[src/rtl/jts16_char_pkg.sv]
// Shared types and sizing for the char-layer ROM fetcher.
// Build option: define JTS16_CHAR_CACHE_EN for a two-line cache; otherwise
// a single line is kept and every tag change refetches.
package jts16_char_pkg;

    typedef enum logic [1:0] {
        IDLE  = 2'd0,
        REQ   = 2'd1,
        BEAT0 = 2'd2,
        BEAT1 = 2'd3
    } state_e;

    // Number of 16-bit SDRAM beats per char row
    localparam int unsigned BEATS = 2;

`ifdef JTS16_CHAR_CACHE_EN
    localparam int unsigned LINES = 2;
`else
    localparam int unsigned LINES = 1;
`endif

    localparam int unsigned AW       = 13;          // char_addr width
    localparam int unsigned SAW      = 22;          // SDRAM word address width
    localparam int unsigned SDW      = 16;          // SDRAM data beat width
    localparam int unsigned DW       = BEATS * SDW; // char row width
    localparam int unsigned VICTIM_W = 1;           // replacement pointer width

endpackage

[src/rtl/jts16_char_fetch_line.sv]
// One cached char row: tag, 32-bit data, valid flag and a hit compare.
// Ports:
//   clk, rst      clock, async active-high reset
//   lookup_addr   address being looked up by the tile layer
//   we_lo         first beat: load data[15:0], invalidate the entry
//   we_hi         second beat: load data[31:16], set tag, mark valid
//   wr_tag        tag written with the second beat
//   wr_data       SDRAM beat data
//   hit_c         combinational hit (valid && tag match)
//   data          stored row
module jts16_char_fetch_line
    import jts16_char_pkg::*;
(
    input  logic           clk,
    input  logic           rst,
    input  logic [AW-1:0]  lookup_addr,
    input  logic           we_lo,
    input  logic           we_hi,
    input  logic [AW-1:0]  wr_tag,
    input  logic [SDW-1:0] wr_data,
    output logic           hit_c,
    output logic [DW-1:0]  data
);

    logic [AW-1:0] tag_q,   tag_d;
    logic [DW-1:0] data_q,  data_d;
    logic          valid_q, valid_d;

    // Entry update; the entry is invalid while half-written
    always_comb begin
        tag_d   = tag_q;
        data_d  = data_q;
        valid_d = valid_q;
        if (we_lo) begin
            data_d[SDW-1:0] = wr_data;
            valid_d         = 1'b0;
        end
        if (we_hi) begin
            data_d[DW-1:SDW] = wr_data;
            tag_d            = wr_tag;
            valid_d          = 1'b1;
        end
    end

    always_ff @(posedge clk or posedge rst) begin
        if (rst) begin
            tag_q   <= '0;
            data_q  <= '0;
            valid_q <= 1'b0;
        end else begin
            tag_q   <= tag_d;
            data_q  <= data_d;
            valid_q <= valid_d;
        end
    end

    assign hit_c = valid_q && (tag_q == lookup_addr);
    assign data  = data_q;

endmodule

[src/rtl/jts16_char_fetch.sv]
// Char-layer ROM fetcher: looks up the requested char row in a small line
// store and, on a miss, reads two 16-bit beats from the SDRAM slot.
// Build option: JTS16_CHAR_CACHE_EN selects two lines with least-recently-
// filled replacement; default is a single line.
// Ports:
//   clk, rst     clock, async active-high reset
//   char_addr    requested row, in 16-bit words
//   char_data    fetched row (valid when char_ok)
//   char_ok      registered hit for the previous cycle's char_addr
//   sdram_req    read request, held until sdram_ack
//   sdram_addr   BASE + fetch address, modulo 2^22
//   sdram_ack    request accepted
//   sdram_dok    one data beat valid on sdram_data
//   sdram_data   SDRAM read data
module jts16_char_fetch
    import jts16_char_pkg::*;
#(
    parameter logic [SAW-1:0] BASE = 22'h0
) (
    input  logic           clk,
    input  logic           rst,
    input  logic [AW-1:0]  char_addr,
    output logic [DW-1:0]  char_data,
    output logic           char_ok,
    output logic           sdram_req,
    output logic [SAW-1:0] sdram_addr,
    input  logic           sdram_ack,
    input  logic           sdram_dok,
    input  logic [SDW-1:0] sdram_data
);

    state_e                state_q,      state_d;
    logic [AW-1:0]         fetch_addr_q, fetch_addr_d;
    logic                  sdram_req_q,  sdram_req_d;
    logic [SAW-1:0]        sdram_addr_q, sdram_addr_d;
    logic                  char_ok_q,    char_ok_d;
    logic [DW-1:0]         char_data_q,  char_data_d;
    logic [VICTIM_W-1:0]   victim_q,     victim_d;

    logic                  we_lo, we_hi;
    logic [LINES-1:0]      hit_vec, we_lo_vec, we_hi_vec;
    logic [DW-1:0]         line_data [LINES];
    logic                  hit_any, hit_victim;
    logic [DW-1:0]         hit_data;

    for (genvar g = 0; g < LINES; g++) begin : g_line
        jts16_char_fetch_line u_line (
            .clk         (clk),
            .rst         (rst),
            .lookup_addr (char_addr),
            .we_lo       (we_lo_vec[g]),
            .we_hi       (we_hi_vec[g]),
            .wr_tag      (fetch_addr_q),
            .wr_data     (sdram_data),
            .hit_c       (hit_vec[g]),
            .data        (line_data[g])
        );
    end

    // Hit select and write steering to the victim line
    always_comb begin
        hit_any    = 1'b0;
        hit_victim = 1'b0;
        hit_data   = '0;
        we_lo_vec  = '0;
        we_hi_vec  = '0;
        for (int i = 0; i < LINES; i++) begin
            if (hit_vec[i]) begin
                hit_any  = 1'b1;
                hit_data = line_data[i];
                if (victim_q == VICTIM_W'(i)) hit_victim = 1'b1;
            end
            if (victim_q == VICTIM_W'(i)) begin
                we_lo_vec[i] = we_lo;
                we_hi_vec[i] = we_hi;
            end
        end
    end

    // Fetch FSM and registered outputs
    always_comb begin
        state_d      = state_q;
        fetch_addr_d = fetch_addr_q;
        sdram_req_d  = sdram_req_q;
        sdram_addr_d = sdram_addr_q;
        victim_d     = victim_q;
        we_lo        = 1'b0;
        we_hi        = 1'b0;

        case (state_q)
            IDLE: begin
                if (!hit_any) begin
                    fetch_addr_d = char_addr;
                    sdram_addr_d = BASE + SAW'(char_addr);
                    sdram_req_d  = 1'b1;
                    state_d      = REQ;
                end
            end
            REQ: begin
                if (sdram_ack) begin
                    sdram_req_d = 1'b0;
                    state_d     = BEAT0;
                end
            end
            BEAT0: begin
                if (sdram_dok) begin
                    we_lo   = 1'b1;
                    state_d = BEAT1;
                end
            end
            BEAT1: begin
                if (sdram_dok) begin
                    we_hi   = 1'b1;
                    state_d = IDLE;
`ifdef JTS16_CHAR_CACHE_EN
                    victim_d = ~victim_q;
`else
                    victim_d = victim_q;
`endif
                end
            end
            default: state_d = IDLE;
        endcase

        // A line being overwritten this cycle must not report a hit next cycle
        char_ok_d   = hit_any && !(hit_victim && (we_lo || we_hi));
        char_data_d = hit_any ? hit_data : char_data_q;
    end

    always_ff @(posedge clk or posedge rst) begin
        if (rst) begin
            state_q      <= IDLE;
            fetch_addr_q <= '0;
            sdram_req_q  <= 1'b0;
            sdram_addr_q <= BASE;
            char_ok_q    <= 1'b0;
            char_data_q  <= '0;
            victim_q     <= '0;
        end else begin
            state_q      <= state_d;
            fetch_addr_q <= fetch_addr_d;
            sdram_req_q  <= sdram_req_d;
            sdram_addr_q <= sdram_addr_d;
            char_ok_q    <= char_ok_d;
            char_data_q  <= char_data_d;
            victim_q     <= victim_d;
        end
    end

    assign char_ok    = char_ok_q;
    assign char_data  = char_data_q;
    assign sdram_req  = sdram_req_q;
    assign sdram_addr = sdram_addr_q;

endmodule

[config.mk]
export PLATFORM = sky130hd
export DESIGN_NAME = jts16_char_fetch
export DESIGN_NICKNAME = d
export VERILOG_FILES = /design/src/rtl/jts16_char_pkg.sv /design/src/rtl/jts16_char_fetch_line.sv /design/src/rtl/jts16_char_fetch.sv
export SDC_FILE = /design/constraint.sdc
export NUM_CORES = 1
export LEC_CHECK = 0
export CAP_MARGIN = 0
export CORE_AREA = 8 8 108 110
export CTS_BUF_LIST = sky130_fd_sc_hd__clkbuf_8
export DETAILED_ROUTE_END_ITERATION = 16
export DIE_AREA = 0 0 116 118
export GPL_ROUTABILITY_DRIVEN = 0
export HOLD_SLACK_MARGIN = 0.15
export PLACE_DENSITY = 0.75
export SETUP_SLACK_MARGIN = 0.4
export SLEW_MARGIN = 5
export SYNTH_ARGS = -nofsm -noshare
export SYNTH_HDL_FRONTEND = slang
export SYNTH_SLANG_ARGS = --single-unit
[constraint.sdc]
create_clock -name clk -period 3.4 [get_ports clk]
set_input_delay 0.68 -clock clk [delete_from_list [all_inputs] [get_ports clk]]
set_output_delay 0.68 -clock clk [all_outputs]
set_load 0.01 [all_outputs]
**Word-level counts from Yosys, hierarchy flattened**

Cells that the tools add are included.

- Equality and inequality tests: 8
- Muxes and demuxes: 15
- Bitwise gates (word level): 1
- Reduce and logical (&&, ||, !) cells: 11

Operators by type and width:

| operator | number |
|---|---|
| 32-bit two-way mux | 1 |
| 13-bit == test | 1 |
| 1-bit two-way mux | 8 |
| 2-bit two-way mux | 4 |
| 2-bit inequality test (second input constant) | 4 |
| 2-bit one-hot mux with 4 select lines | 1 |
| 2-bit == test (second input constant) | 2 |
| 4-bit AND reduction | 1 |
| 2-bit nonzero test | 2 |
| 1-bit logical AND | 3 |
| 3-bit AND reduction | 1 |
| 2-bit by 1-bit == test with 1-bit output (second input constant) | 1 |
| 2-bit logical NOT | 1 |
| 1-bit one-hot mux with 2 select lines | 1 |
| 2-bit AND reduction | 1 |
| 1-bit logical NOT | 1 |
| 1-bit logical OR | 1 |
| 1-bit NOT | 1 |

- Register bits: 95
- Output and inout bits: 56

**Logic depth before layout (Yosys ltp)**

- Depth in word-level cells: 6
- Mapped depth: 6
- Depth with buffers taken out: 6

**Modules after synthesis**

A second synthesis with hierarchy kept.

- Cell total of the unflattened synthesis: 249
- Area, all modules: 3963.8 sq um

By module, submodules not included:

| module | instances | cells each | area each (sq um) | seq. area each (sq um) |
|---|---|---|---|---|
| jts16_char_fetch | 1 | 132 | 2063.2 | 1226.2 |
| jts16_char_fetch_line | 1 | 117 | 1900.6 | 1151.1 |

**Worst setup path before layout**

No wires, ideal clock.

- Path kind: in2reg
- Start point: input char_addr[4]
- End point: register char_data_q[20] (netlist: char_data[20])
- Data arrival time: 2.003 ns
- Data required time: 3.275 ns
- Slack: 1.272 ns
- Cell stages on the path: 5
- Buffers on the path: 1
- Cells stage by stage: xnor2_1 nand4_1 nor4_4 buf_6 mux2_2

- Longest elaborated chain between the ends: 3

RTL lines:

| what | RTL line | RTL |
|---|---|---|
| start: declaration | jts16_char_fetch.sv:22 | `input logic [AW-1:0] char_addr,` |
| 13-bit == test (*) | jts16_char_fetch_line.sv:57 | `assign hit_c = valid_q && (tag_q == lookup_addr);` |
| 1-bit logical AND (*) | jts16_char_fetch_line.sv:57 |  |
| 32-bit two-way mux or 1-bit two-way mux (tied branches) | jts16_char_fetch.sv:68 | `if (hit_vec[i]) begin` |
| end signal: assignment | jts16_char_fetch.sv:145 | `char_data_q <= char_data_d;` |
| end: declaration | jts16_char_fetch.sv:37 | `logic [DW-1:0] char_data_q, char_data_d;` |

Mark *: on every way between the ends. The rest lies on a longest branch, timed or not.
A chain may end at the register's enable or synchronous reset.

**Worst setup path after layout**

- Start point: input char_addr[1]
- End point: register fetch_addr_q[10]

- Longest elaborated chain between the ends: 5

RTL lines:

| what | RTL line | RTL |
|---|---|---|
| 13-bit == test | jts16_char_fetch_line.sv:57 |  |
| 1-bit logical AND | jts16_char_fetch_line.sv:57 |  |
| 1-bit two-way mux | jts16_char_fetch.sv:68 |  |
| 1-bit NOT (no line) | n/a |  |
| 2-bit AND reduction (no line) | n/a |  |
| end signal: assignment | jts16_char_fetch.sv:141 | `fetch_addr_q <= fetch_addr_d;` |
| end: declaration | jts16_char_fetch.sv:33 | `logic [AW-1:0] fetch_addr_q, fetch_addr_d;` |

No other way between the ends.

==> run summary <==
### Die
* 89 — number of placed I/O pins
* 38.8% — initial core utilization
* 10000 um^2 — area of the core region
* 13,700 um^2 — die outline area
* 116 um — width of the die
* 37 — row cnt
* 118 um — floorplan die height

### Route
* 55 — drt initial violations
* 7490 um — drt total wl
* 3480 um — met2 routed WL
* met4 — Highest Signal Layer
* 4 — Pre-antenna DRT Iters
* 496 um — routed wire length on met3
* 3410 um — Metal-1 WL
* 2,206 — number of vias after detailed routing
* 0 — drc violations
* 0 — count of nets left with antenna violations after detail routing
* 4.62 — Via-to-Cell Ratio
* 15.7 um — average detailed-routed wire length per instance

### Clock network
* 9 — CTS buffer count
* 0 — CTS-repair resized insts
* 0 — cts hold-fix bufs
* 2 — clock buffer depth
* 3 — level count of the clock H-tree
* 95 — number of sinks on the clock net
* 350 ps — clock latency on the worst-skew pair
* clkbuf_8 — cell chosen for the clock root
* 0 — setup fix buffers added after clock tree synthesis
* 90 ps — clock transition at the registers of the reported paths
* built — CTS tree

### GRT
* 0 — number of antenna violations at the first check in global routing
* 11.5% — global router's overall resource usage
* 57 — largest net degree at the start of global routing
* 12,300 um — first-pass GRT wire length
* 0 — total congestion overflow
* 2,337 — number of global-route vias before repair

### Final layout
* 0 — Antenna Diode Count
* 29.2% — signed area change from the synthesized netlist to the final layout
* 32.8% — layout cells sized above 1
* 374 — net count reported at finish
* 50.2% — final core utilization
* 5020 um^2 — Final Cell Area

### STA
* 904 ps — slew at the pin closest to its max-slew limit
* 0 ps — final total negative setup slack
* 75.9% — final period utilization
* 0 — max-slew violations
* 2580 ps — Tmin final
* 39.6% — worst max-slew margin expressed relative to the limit
* 0 — number of hold violations in the final report
* 0 — Setup-failing EPs final
* 388 MHz — FMAX
* false — unrepaired setup endpoints after global routing
* 5.82 ps — worst clock skew on the final layout

### Worst setup path
* 2820 ps — Critical Path AT
* 3640 ps — Req. time, crit path
* clkdlybuf4s50_1 > xnor2_1 > nand4_1 > nor4_2 > nand2b_1 > buf_4 > mux2_2 — cells traversed along the worst timing path
* 500 ps — largest incremental delay on the critical path
* input port to flop — type of the worst setup path
* 6 — number of cells on the worst reg-to-reg path
* input port — kind of start point of the critical path
* 9 — worst-path maximum fanout
* clkdlybuf4s50_1 — library cell contributing the largest single delay on the critical path
* flop — kind of end point of the critical path

### Yosys
* 95 — number of synthesized register bits
* 61.2% — area share of the largest cell type after synthesis
* 250 — Mapped Cells
* 24 — unique cell type count in the Yosys netlist
* 3880 um^2 — cell area after synthesis
* 15.5 um^2 — post-synthesis area per instance
* dfrtp_1, mux2_2, xnor2_1 — leading cell types by total area after synthesis
* dfrtp_1 — most area-hungry cell type in the Yosys netlist
* 0 — number of warnings reported in the yosys synthesis log
* 61.2% — share of the yosys chip area belonging to registers

### Power
* 726 nW/um^2 — Pwr per Cell Area
* 47.8% — sequential cell fraction of total power
* 0.428 mV — worst-case vdd ir drop
* 0.00257 W — Cell Int Power
* 2.21 nW — leakage power summed over all cells
* 29.5% — Sw Share
* 0.00107 W — Sw Pwr
* 0.00364 W — total power after layout
* 31.5% — combinational fraction of design power
* 20.7% — clock share of power

### Hold path
* 1 — worst hold stages
* flop to flop — worst hold path class

### Status
* completed — result of the run

### Place
* 4810 um^2 — Cell Area, Placed
* 5310 um — post-DP HPWL
* 79 — count of buffers inserted at the top-level ports

### Job
* 0 — count of maximum capacitance violations

-- per-stage QoR --
| step | std cells | hold WS (ps) | setup slack (ps) |
|---|---|---|---|
| after floorplan | 258 | 459 | 1270 |
| after global placement | 461 | 469 | 548 |
| after detailed placement | 461 | 477 | 504 |
| after CTS | 477 | 499 | 835 |
| after global routing | 477 | 522 | 739 |
| final | 477 | 493 | 821 |
-- cell families after synthesis --
kind of cell             synth area share, %
AO/OA/AOI/OAI                          0.870
XOR/XNOR                                2.93
adder cells (fa/ha/maj)                 1.61
buffers and inverters                   3.67
flip-flops                              61.2
multiplexers                            26.6
other                                 0.0966
AND/OR/NAND/NOR                         2.96
-- power by group through the flow --
stage          Clock, W  Combinational, W  Sequential [W]
2_1_floorplan         0          0.000763         0.00175
3_3_place_gp          0           0.00114         0.00175
3_5_place_dp          0           0.00116         0.00176
4_1_cts        0.000789           0.00117         0.00174
5_1_grt        0.000839           0.00125         0.00180
6_report       0.000754           0.00115         0.00174
-- state kept, by name, indices dropped and copies added, names as in the netlist --
signal,count
char_data,32
g_line.u_line.data,32
fetch_addr_q,13
g_line.u_line.tag_q,13
state_q,2
char_ok,1
g_line.u_line.valid_q,1
sdram_req,1
-- cells in the final DEF, fill, tap and decap left out, drive strengths merged --
cell type | synthesis | layout
bufinv | 0 | 1
nor3b | 1 | 1
o21ai | 1 | 1
mux2 | 91 | 91
o22ai | 1 | 1
nand4 | 5 | 5
buf | 13 | 5
a311o | 1 | 1
nand2b | 1 | 1
and2 | 1 | 1
clkinv | 0 | 2
ha | 5 | 5
conb | 1 | 9
mux2i | 1 | 1
clkbuf | 4 | 9
xnor2 | 13 | 13
nor4 | 2 | 2
clkinvlp | 0 | 2
a21boi | 1 | 1
a21oi | 1 | 1
dfrtp | 95 | 95
inv | 4 | 6
nand2 | 6 | 6
nor2 | 2 | 2
clkdlybuf4s50 | 0 | 79
-- path summary, 6_finish.rpt --
check | from | to | slack (ps)
worst max-delay path | char_addr[1] | fetch_addr_q[10] | 820
worst min-delay path | g_line[0].u_line.data[24] | char_data[24] | 490
worst max register to register | g_line[0].u_line.tag_q[1] | fetch_addr_q[10] | 1210
worst min register to register | g_line[0].u_line.data[24] | char_data[24] | 490
max in group asynchronous | rst | char_data[31] | 1810
min in group asynchronous | rst | g_line[0].u_line.tag_q[8] | 850
-- cell usage after synthesis (all sizes together) --
cell type / number
dfrtp: 95
mux2: 91
buf: 13
xnor2: 13
nand2: 6
ha: 5
nand4: 5
clkbuf: 4
inv: 4
nor2: 2
nor4: 2
a21boi: 1
a21oi: 1
a311o: 1
and2: 1
conb: 1
mux2i: 1
nand2b: 1
nor3b: 1
o21ai: 1
o22ai: 1
-- cell type report --
type                    instances  area [um^2]
multi-input cells             142         1390
flip-flops and latches         95         2380
clock buffers                   9          124
clock inverters                 7         80.1
repair buffers                 84          853
well taps                     136          170
inverters                       4         18.8
fillers                       893         4980
-- critical path: cells and delay by family --
family | cells | cell delay [ps]
muxes | 1 | 350
and+or+nand+nor | 3 | 900
buffers and inverters | 2 | 730
xor gates and xnor gates | 1 | 150
-- layer usage --
| metal | vias to the layer above | track usage [%] |
|---|---|---|
| met5 | - | 0 |
| met4 | 0 | 4.38 |
| met3 | 10 | 4.10 |
| met2 | 52 | 17.1 |
| met1 | 1117 | 14.8 |
| li1 | 1027 | - |
(Power assumes the default switching activity.)
